--- src/rtl/a2g_mailbox_pkg.sv ---
// -----------------------------------------------------------------------------
// a2g_mailbox_pkg
// Shared definitions for the OPB control mailbox: register word select,
// status word layout, flush control bit, OPB handshake FSM states and the
// status word packing helper.
// -----------------------------------------------------------------------------
package a2g_mailbox_pkg;

  // LSB-relative address bit that selects between the two decoded words
  // (offset 0x0 = DATA, offset 0x4 = STATUS).
  localparam int   WORD_SEL_BIT = 2;
  localparam logic WSEL_DATA    = 1'b0;
  localparam logic WSEL_STATUS  = 1'b1;

  // Status word bit positions, LSB-relative.
  localparam int ST_EMPTY     = 0;
  localparam int ST_FULL      = 1;
  localparam int ST_UNDERFLOW = 2;
  localparam int ST_COUNT_LSB = 8;

  // Write-data bit (LSB-relative) of a STATUS write that requests a flush.
  localparam int FLUSH_BIT = 0;

  typedef enum logic [1:0] {
    S_IDLE = 2'd0,
    S_ACK  = 2'd1,
    S_WAIT = 2'd2
  } opb_state_e;

  // Count is passed zero-extended to 9 bits; at the largest depth (256) its
  // MSB lands in bit 16 so a full FIFO still reports its true level.
  function automatic logic [31:0] status_word(input logic       empty,
                                              input logic       full,
                                              input logic       underflow,
                                              input logic [8:0] count);
    logic [31:0] w;
    w                   = '0;
    w[ST_EMPTY]         = empty;
    w[ST_FULL]          = full;
    w[ST_UNDERFLOW]     = underflow;
    w[ST_COUNT_LSB +: 9] = count;
    return w;
  endfunction

endpackage

--- src/rtl/a2g_mailbox_fifo.sv ---
// -----------------------------------------------------------------------------
// a2g_mailbox_fifo
// Single-clock synchronous FIFO of 32-bit words, 2**DEPTH_LOG2 deep.
// Ports:
//   clk, rst          clock, synchronous active-high reset
//   push, push_data   write head of the tail (caller guarantees !full)
//   pop               advance the head (caller guarantees !empty)
//   flush             empty the FIFO; overrides push and pop
//   head_data         oldest word (valid when !empty)
//   empty, full       derived from the registered count
//   count             registered fill level, 0..2**DEPTH_LOG2
// -----------------------------------------------------------------------------
module a2g_mailbox_fifo #(
  parameter int DEPTH_LOG2 = 4
) (
  input  logic                clk,
  input  logic                rst,
  input  logic                push,
  input  logic [31:0]         push_data,
  input  logic                pop,
  input  logic                flush,
  output logic [31:0]         head_data,
  output logic                empty,
  output logic                full,
  output logic [DEPTH_LOG2:0] count
);

  localparam int                    DEPTH    = 1 << DEPTH_LOG2;
  localparam logic [DEPTH_LOG2-1:0] PTR_ONE  = {{(DEPTH_LOG2-1){1'b0}}, 1'b1};
  localparam logic [DEPTH_LOG2:0]   CNT_FULL = {1'b1, {DEPTH_LOG2{1'b0}}};

  logic [31:0]           mem_q [DEPTH];
  logic [DEPTH_LOG2-1:0] wr_ptr_q, wr_ptr_d;
  logic [DEPTH_LOG2-1:0] rd_ptr_q, rd_ptr_d;
  logic [DEPTH_LOG2:0]   count_q, count_d;

  always_comb begin
    // NOTE: every always_comb output gets a default first, so no branch can
    // leave a value unassigned and infer a latch.
    wr_ptr_d = wr_ptr_q;
    rd_ptr_d = rd_ptr_q;
    count_d  = count_q;
    if (flush) begin
      wr_ptr_d = '0;
      rd_ptr_d = '0;
      count_d  = '0;
    end else begin
      if (push) wr_ptr_d = wr_ptr_q + PTR_ONE;
      if (pop)  rd_ptr_d = rd_ptr_q + PTR_ONE;
      // Simultaneous push and pop leave the level unchanged.
      count_d = count_q + {{DEPTH_LOG2{1'b0}}, push} - {{DEPTH_LOG2{1'b0}}, pop};
    end
  end

  always_ff @(posedge clk) begin
    // NOTE: sequential state uses non-blocking assignments only, so every flop
    // samples the pre-edge values regardless of statement order.
    if (rst) begin
      wr_ptr_q <= '0;
      rd_ptr_q <= '0;
      count_q  <= '0;
    end else begin
      wr_ptr_q <= wr_ptr_d;
      rd_ptr_q <= rd_ptr_d;
      count_q  <= count_d;
    end
  end

  // NOTE: the storage array is deliberately not reset; the pointers and count
  // define which entries are meaningful, and leaving it unreset lets it map to RAM.
  always_ff @(posedge clk) begin
    if (push && !flush) mem_q[wr_ptr_q] <= push_data;
  end

  assign head_data = mem_q[rd_ptr_q];
  assign empty     = (count_q == '0);
  assign full      = (count_q == CNT_FULL);
  assign count     = count_q;

endmodule

--- src/rtl/a2g_ctrl_mailbox.sv ---
// -----------------------------------------------------------------------------
// a2g_ctrl_mailbox
// OPB slave mailbox: NUM_REQ fabric requesters push 32-bit words through a
// round-robin arbiter into one FIFO; the PPC polls STATUS and pops DATA.
// Ports:
//   OPB_*            OPB slave inputs (BE and seqAddr are ignored)
//   Sl_*             OPB slave responses; xferAck is a single-cycle pulse and
//                    Sl_DBus is 0 outside the ack cycle
//   req_valid/data   per-requester word offer, held until acknowledged
//   req_ack          one-hot grant; the word is taken in that cycle
//   rx_full/count    registered FIFO fill status
// OPB buses use bit 0 = MSB; internally everything is LSB-relative.
// -----------------------------------------------------------------------------
module a2g_ctrl_mailbox
  import a2g_mailbox_pkg::*;
#(
  parameter logic [31:0] C_BASEADDR = 32'h01002300,
  parameter logic [31:0] C_HIGHADDR = 32'h010023FF,
  parameter int          NUM_REQ    = 4,
  parameter int          DEPTH_LOG2 = 4
) (
  input  logic                    OPB_Clk,
  input  logic                    OPB_Rst,
  input  logic [0:31]             OPB_ABus,
  input  logic [0:3]              OPB_BE,
  input  logic [0:31]             OPB_DBus,
  input  logic                    OPB_RNW,
  input  logic                    OPB_select,
  input  logic                    OPB_seqAddr,
  output logic [0:31]             Sl_DBus,
  output logic                    Sl_errAck,
  output logic                    Sl_retry,
  output logic                    Sl_toutSup,
  output logic                    Sl_xferAck,
  input  logic [NUM_REQ-1:0]      req_valid,
  input  logic [NUM_REQ*32-1:0]   req_data,
  output logic [NUM_REQ-1:0]      req_ack,
  output logic                    rx_full,
  output logic [DEPTH_LOG2:0]     rx_count
);

  localparam int RR_W = (NUM_REQ > 1) ? $clog2(NUM_REQ) : 1;

  // LSB-relative views of the OPB buses.
  logic [31:0] abus, wdata, rdata;
  assign abus  = OPB_ABus;
  assign wdata = OPB_DBus;

  logic unused_ok;
  assign unused_ok = ^{OPB_BE, OPB_seqAddr, wdata};

  logic addr_hit;
  assign addr_hit = OPB_select && (abus >= C_BASEADDR) && (abus <= C_HIGHADDR);

  // ---------------------------------------------------------------- OPB FSM
  // Transfer attributes are captured when the hit is seen so the ack cycle
  // acts on exactly what the master presented.
  opb_state_e state_q;
  logic       rnw_q, word_sel_q, flush_req_q;

  always_ff @(posedge OPB_Clk) begin
    if (OPB_Rst) begin
      state_q     <= S_IDLE;
      rnw_q       <= 1'b0;
      word_sel_q  <= WSEL_DATA;
      flush_req_q <= 1'b0;
    end else begin
      case (state_q)
        S_IDLE: if (addr_hit) begin
          state_q     <= S_ACK;
          rnw_q       <= OPB_RNW;
          word_sel_q  <= abus[WORD_SEL_BIT];
          flush_req_q <= wdata[FLUSH_BIT];
        end
        S_ACK:  state_q <= S_WAIT;
        // Holding here until select drops prevents a second ack on a held select.
        S_WAIT: if (!OPB_select) state_q <= S_IDLE;
        default: state_q <= S_IDLE;
      endcase
    end
  end

  // ------------------------------------------------------------ FIFO + ack
  logic                  fifo_push, fifo_pop, fifo_flush;
  logic [31:0]           fifo_push_data, fifo_head;
  logic                  fifo_empty, fifo_full;
  logic [DEPTH_LOG2:0]   fifo_count;
  logic                  ack_cycle, rd_data_word, underflow_set;
  logic                  underflow_q, underflow_d;

  a2g_mailbox_fifo #(.DEPTH_LOG2(DEPTH_LOG2)) u_fifo (
    .clk       (OPB_Clk),
    .rst       (OPB_Rst),
    .push      (fifo_push),
    .push_data (fifo_push_data),
    .pop       (fifo_pop),
    .flush     (fifo_flush),
    .head_data (fifo_head),
    .empty     (fifo_empty),
    .full      (fifo_full),
    .count     (fifo_count)
  );

  always_comb begin
    // A reset asserted in the ack cycle aborts the transfer without an ack.
    ack_cycle     = (state_q == S_ACK) && !OPB_Rst;
    rd_data_word  = ack_cycle && rnw_q && (word_sel_q == WSEL_DATA);
    fifo_pop      = rd_data_word && !fifo_empty;
    underflow_set = rd_data_word && fifo_empty;
    fifo_flush    = ack_cycle && !rnw_q && (word_sel_q == WSEL_STATUS) && flush_req_q;
    underflow_d   = fifo_flush ? 1'b0 : (underflow_q | underflow_set);

    rdata = '0;
    if (ack_cycle && rnw_q) begin
      if (word_sel_q == WSEL_STATUS)
        rdata = status_word(fifo_empty, fifo_full, underflow_q, 9'(fifo_count));
      else if (!fifo_empty)
        rdata = fifo_head;
    end
  end

  assign Sl_xferAck = ack_cycle;
  assign Sl_DBus    = rdata;
  assign Sl_errAck  = 1'b0;
  assign Sl_retry   = 1'b0;
  assign Sl_toutSup = 1'b0;

  // ------------------------------------------------------------- Arbiter
  // Full is the registered level, so a pop this cycle frees a slot only for
  // the next cycle's grant.
  logic [RR_W-1:0] rr_q, rr_d;
  logic            grant_found;
  int              arb_idx;

  always_comb begin
    req_ack        = '0;
    fifo_push      = 1'b0;
    fifo_push_data = '0;
    rr_d           = rr_q;
    grant_found    = 1'b0;
    arb_idx        = 0;
    if (!OPB_Rst && !fifo_full && !fifo_flush) begin
      for (int k = 0; k < NUM_REQ; k++) begin
        arb_idx = (int'(rr_q) + k) % NUM_REQ;
        if (!grant_found && req_valid[arb_idx]) begin
          grant_found      = 1'b1;
          req_ack[arb_idx] = 1'b1;
          fifo_push        = 1'b1;
          fifo_push_data   = req_data[32*arb_idx +: 32];
          rr_d             = (arb_idx == NUM_REQ - 1) ? '0 : RR_W'(arb_idx + 1);
        end
      end
    end
  end

  always_ff @(posedge OPB_Clk) begin
    if (OPB_Rst) begin
      rr_q        <= '0;
      underflow_q <= 1'b0;
    end else begin
      rr_q        <= rr_d;
      underflow_q <= underflow_d;
    end
  end

  assign rx_full  = fifo_full;
  assign rx_count = fifo_count;

endmodule

--- config.mk ---
export PLATFORM = sky130hd
export DESIGN_NAME = a2g_ctrl_mailbox
export DESIGN_NICKNAME = d
export VERILOG_FILES = /design/src/rtl/a2g_mailbox_pkg.sv /design/src/rtl/a2g_mailbox_fifo.sv /design/src/rtl/a2g_ctrl_mailbox.sv
export SDC_FILE = /design/constraint.sdc
export NUM_CORES = 1
export LEC_CHECK = 0
export CAP_MARGIN = 5
export CORE_MARGIN = 3
export CORE_UTILIZATION = 50
export CTS_CLUSTER_SIZE = 30
export DETAILED_ROUTE_END_ITERATION = 7
export PLACE_DENSITY_LB_ADDON = 0.08
export REMOVE_ABC_BUFFERS = 1
export SLEW_MARGIN = 20
export SYNTH_ARGS = -nofsm -noshare
export SYNTH_HDL_FRONTEND = slang
export SYNTH_SLANG_ARGS = --single-unit
--- constraint.sdc ---
create_clock -name OPB_Clk -period 4.95 [get_ports OPB_Clk]
set_input_delay 0.99 -clock OPB_Clk [delete_from_list [all_inputs] [get_ports OPB_Clk]]
set_output_delay 0.99 -clock OPB_Clk [all_outputs]
set_load 0.05 [all_outputs]
==> results.sh <==
export IMPL_mostFrequentLayoutCell="sky130_fd_sc_hd__edfxtp_1"
export IMPL_post_route_min_period_ns=4.48
export IMPL_pre_cts_slack_ns=0.497
export IMPL_yosys_area_top_type_share_pct=61.0
export IMPL_cell_count_after_synthesis=1376
export IMPL_layout_drive_gt1_share_pct=29.5
export IMPL_vdd_drop_max_uv=286
export IMPL_unrepaired_setup_endpoints_after_global_routing="false"
export IMPL_synth_edf_count=512
export IMPL_timing_worst_setup_path_type="input port to primary output"
export IMPL_flow_area_growth_from_synthesis_pct=19.9
export IMPL_synthDistinctLibCells=50
export IMPL_floorplan_die_width_microns=231
export IMPL_hold_class="flip-flop to flip-flop"
export IMPL_achievable_frequency_mhz=223
export IMPL_clk_root_buffer_cell="sky130_fd_sc_hd__clkbuf_16"
export IMPL_synth_top_flop_cell="sky130_fd_sc_hd__edfxtp_1"
export IMPL_critPathLaunchType="input port"
export IMPL_post_cts_resize_count=0
export IMPL_number_of_global_route_vias_before_repair=15100
export IMPL_postSynthAreaPerCell_sq_um=18.3
export IMPL_tritoncts_num_buffers=50
export IMPL_post_cts_setup_inserts=0
export IMPL_yosys_top_cells_area="sky130_fd_sc_hd__edfxtp_1, sky130_fd_sc_hd__mux4_2, sky130_fd_sc_hd__dfxtp_1"
export IMPL_cts_hold_repair_buffers=0
export IMPL_reg2reg_setup_slack_ns=1.16
export IMPL_post_place_cells=2211
export IMPL_ys_seq_area_share_pct=63.0
export IMPL_post_route_worst_setup_slack_ns=0.470
export IMPL_static_leakage_power_nw=9.35
export IMPL_first_pass_iters=7
export IMPL_drt_first_iter_violations=1180
export IMPL_largest_net_degree_at_the_start_of_global_routing=73
export IMPL_layout_cells_most_common_list="sky130_fd_sc_hd__edfxtp_1, sky130_fd_sc_hd__mux4_2, sky130_fd_sc_hd__clkdlybuf4s50_1"
export IMPL_globalRouteOverflowTotal=0
export IMPL_timing_max_cap_violations=0
export IMPL_synth_yosys_warnings=0
export IMPL_reg2reg_depth=7
export IMPL_rr_startpoint="rr_q[0]"
export IMPL_finalWirelength_microns=59200
export IMPL_worst_endpoint_arrival_ns=3.49
export IMPL_drc_errors_left=0
export IMPL_num_rows=81
export IMPL_clock_skew_final_ns=0.0187
export IMPL_fp_dieH_microns=231
export IMPL_grt_first_pass_wirelength_microns=92200
export IMPL_min_from="underflow_q"
export IMPL_cell_depth_of_the_worst_min_delay_path=2
export IMPL_antenna_diode_count=0
export IMPL_number_of_flip_flops_and_latches_in_the_synthesized_netlist=537
export IMPL_final_util_pct=61.2
export IMPL_place_congestion=0.770
export IMPL_tritoncts="done"
export IMPL_initial_utilization_pct=51.1
export IMPL_clk_insertion_delay_late_ns=0.57
export IMPL_setup_crit_end_kind="primary output"
export IMPL_port_buffers=204
export IMPL_post_drt_wl_per_cell_microns=25.7
export IMPL_total_power_mw=13.8
export IMPL_finalSetupViolCount=0
export IMPL_timing_rr_end="u_fifo.mem_q[3][16]"
export IMPL_crit_share_post_route_pct=90.5
export IMPL_synthDominantAreaCellType="sky130_fd_sc_hd__edfxtp_1"
export IMPL_max_clock_path_buffers=3
export IMPL_cts_num_sinks=537
export IMPL_coreArea_sq_mm=0.0494
export IMPL_vias=14500
export IMPL_fin_nets=1823
export IMPL_final_antenna_net_count=0
export IMPL_final_cells=2300
export IMPL_track_usage_pct=22.8
export IMPL_io_pin_count=251
export IMPL_async_flop_share_pct=0
export IMPL_hold_path_endpoint="underflow_q"
export IMPL_post_drt_via_cell_ratio=6.31
export IMPL_clk_transition_reported_paths_ns=0.06
export IMPL_status="completed"
export IMPL_required_ns=3.96
export IMPL_slew_viol_final=0
export IMPL_dp_hpwl_microns=37100
export IMPL_hold_ws_ns=0.484
export IMPL_timing_slew_headroom_pct=26.5
export IMPL_cts_htree_levels=2
export IMPL_max_slew_worst_pin_slew_ns=1.10
export IMPL_p_per_area_mw_per_mm2=456
export IMPL_grt_antenna_before_repair=1
export IMPL_fp_dieArea_sq_mm=0.0532
export IMPL_timing_hold_violations_final=0
export IMPL_critical_path_peak_fanout=9
export IMPL_synthesis_area_sq_mm=0.0252
## worst max-delay path by stage
stage                       from          to  slack [ns]  cells past startpoint
finish              req_valid[2]  req_ack[2]        0.47                      7
global route        req_valid[2]  req_ack[2]        0.34                      7
CTS                 req_valid[0]  req_ack[2]        0.48                      7
detailed placement  req_valid[2]  req_ack[2]        0.50                      7
global placement    req_valid[2]  req_ack[0]        0.52                      7
floorplan                rr_q[0]  req_ack[1]       -6.33                      6
## power breakdown
part           internal (mW)  leakage [nW]  switching [mW]
clock network           2.09         0.766            1.59
registers               5.92          4.91          0.0966
logic                   1.76          3.67            2.34
## routing by layer
metal	global-route usage [%]	share of wire, %	vias up
met2	37.6	50	571
met1	32.1	41	7569
met3	4.07	7.3	76
met5	0	0	-
met4	5.18	1.8	0
li1	-	-	6288
## cell usage after synthesis (2+ instances only)
cell type / instances
sky130_fd_sc_hd__mux2_2: 2
sky130_fd_sc_hd__buf_6: 3
sky130_fd_sc_hd__nor3_1: 8
sky130_fd_sc_hd__edfxtp_1: 512
sky130_fd_sc_hd__a21oi_1: 44
sky130_fd_sc_hd__clkbuf_1: 71
sky130_fd_sc_hd__a32o_1: 6
sky130_fd_sc_hd__buf_4: 4
sky130_fd_sc_hd__buf_1: 8
sky130_fd_sc_hd__nand2_1: 19
sky130_fd_sc_hd__nor4_1: 4
sky130_fd_sc_hd__o31ai_1: 2
sky130_fd_sc_hd__a221oi_1: 51
sky130_fd_sc_hd__o21ai_0: 22
sky130_fd_sc_hd__nand4_1: 2
sky130_fd_sc_hd__nand4bb_1: 2
sky130_fd_sc_hd__mux2i_1: 31
sky130_fd_sc_hd__nor3b_1: 17
sky130_fd_sc_hd__a211o_1: 2
sky130_fd_sc_hd__nand3_1: 3
sky130_fd_sc_hd__nor2_1: 86
sky130_fd_sc_hd__nor2b_1: 28
sky130_fd_sc_hd__inv_1: 12
sky130_fd_sc_hd__xnor2_1: 4
sky130_fd_sc_hd__a21o_1: 2
sky130_fd_sc_hd__nor4bb_1: 2
sky130_fd_sc_hd__xor2_1: 5
sky130_fd_sc_hd__a211oi_1: 50
sky130_fd_sc_hd__mux4_2: 252
sky130_fd_sc_hd__buf_2: 33
sky130_fd_sc_hd__a22oi_1: 18
sky130_fd_sc_hd__nor4b_1: 3
sky130_fd_sc_hd__and2_1: 3
sky130_fd_sc_hd__o21bai_1: 2
sky130_fd_sc_hd__nand2b_1: 4
sky130_fd_sc_hd__or4b_2: 2
sky130_fd_sc_hd__dfxtp_1: 25
sky130_fd_sc_hd__or3_1: 3
sky130_fd_sc_hd__ha_1: 18
## critical path: stages
cell and delay (ns):
sky130_fd_sc_hd__clkdlybuf4s50_1 0.54, sky130_fd_sc_hd__mux4_2 0.53, sky130_fd_sc_hd__nor2b_1 0.49, sky130_fd_sc_hd__a221oi_1 0.16, sky130_fd_sc_hd__o21bai_1 0.19, sky130_fd_sc_hd__a21oi_1 0.39
sky130_fd_sc_hd__buf_12 0.19
## state kept, by name (all words and copies together) (netlist names), 2 cells and up, named ones only
register	flops
rr_q	2
state_q	2
u_fifo.count	5
u_fifo.mem_q	512
u_fifo.rd_ptr_q	4
u_fifo.wr_ptr_q	4
## kinds of logic (layout without fill, tap and decap cells)
logic type                 Yosys count  in the layout  share of synthesized area [%]
DFF                                537            537                           63.0
muxes                              286            286                           23.9
AOI/OAI and AO/OA                  201            201                           5.68
and+or+nand+nor                    191            191                           3.91
buffers and inverters              132            390                           2.28
adders and majority gates           19             19                          0.973
xor gates and xnor gates             9              9                          0.313
other                                1              3                         0.0149
## area by class of cell
cell class                 count  area, sq um
fill                        3585        19100
sequential                   537        15900
multi-input combinational    709         8920
timing repair buffer         288         2980
clock buffer                  59         1310
tap                          664          831
clock inverter                30          250
inverter                      13         48.8
## stage by stage
step / setup TNS [ns] / cell area, sq um
global placement: 0 / 28600
CTS: 0 / 30200
detailed placement: 0 / 28600
floorplan: -5791.65 / 24700
global route: 0 / 30200
finish: 0 / 30200
(Power assumes the default switching activity.)
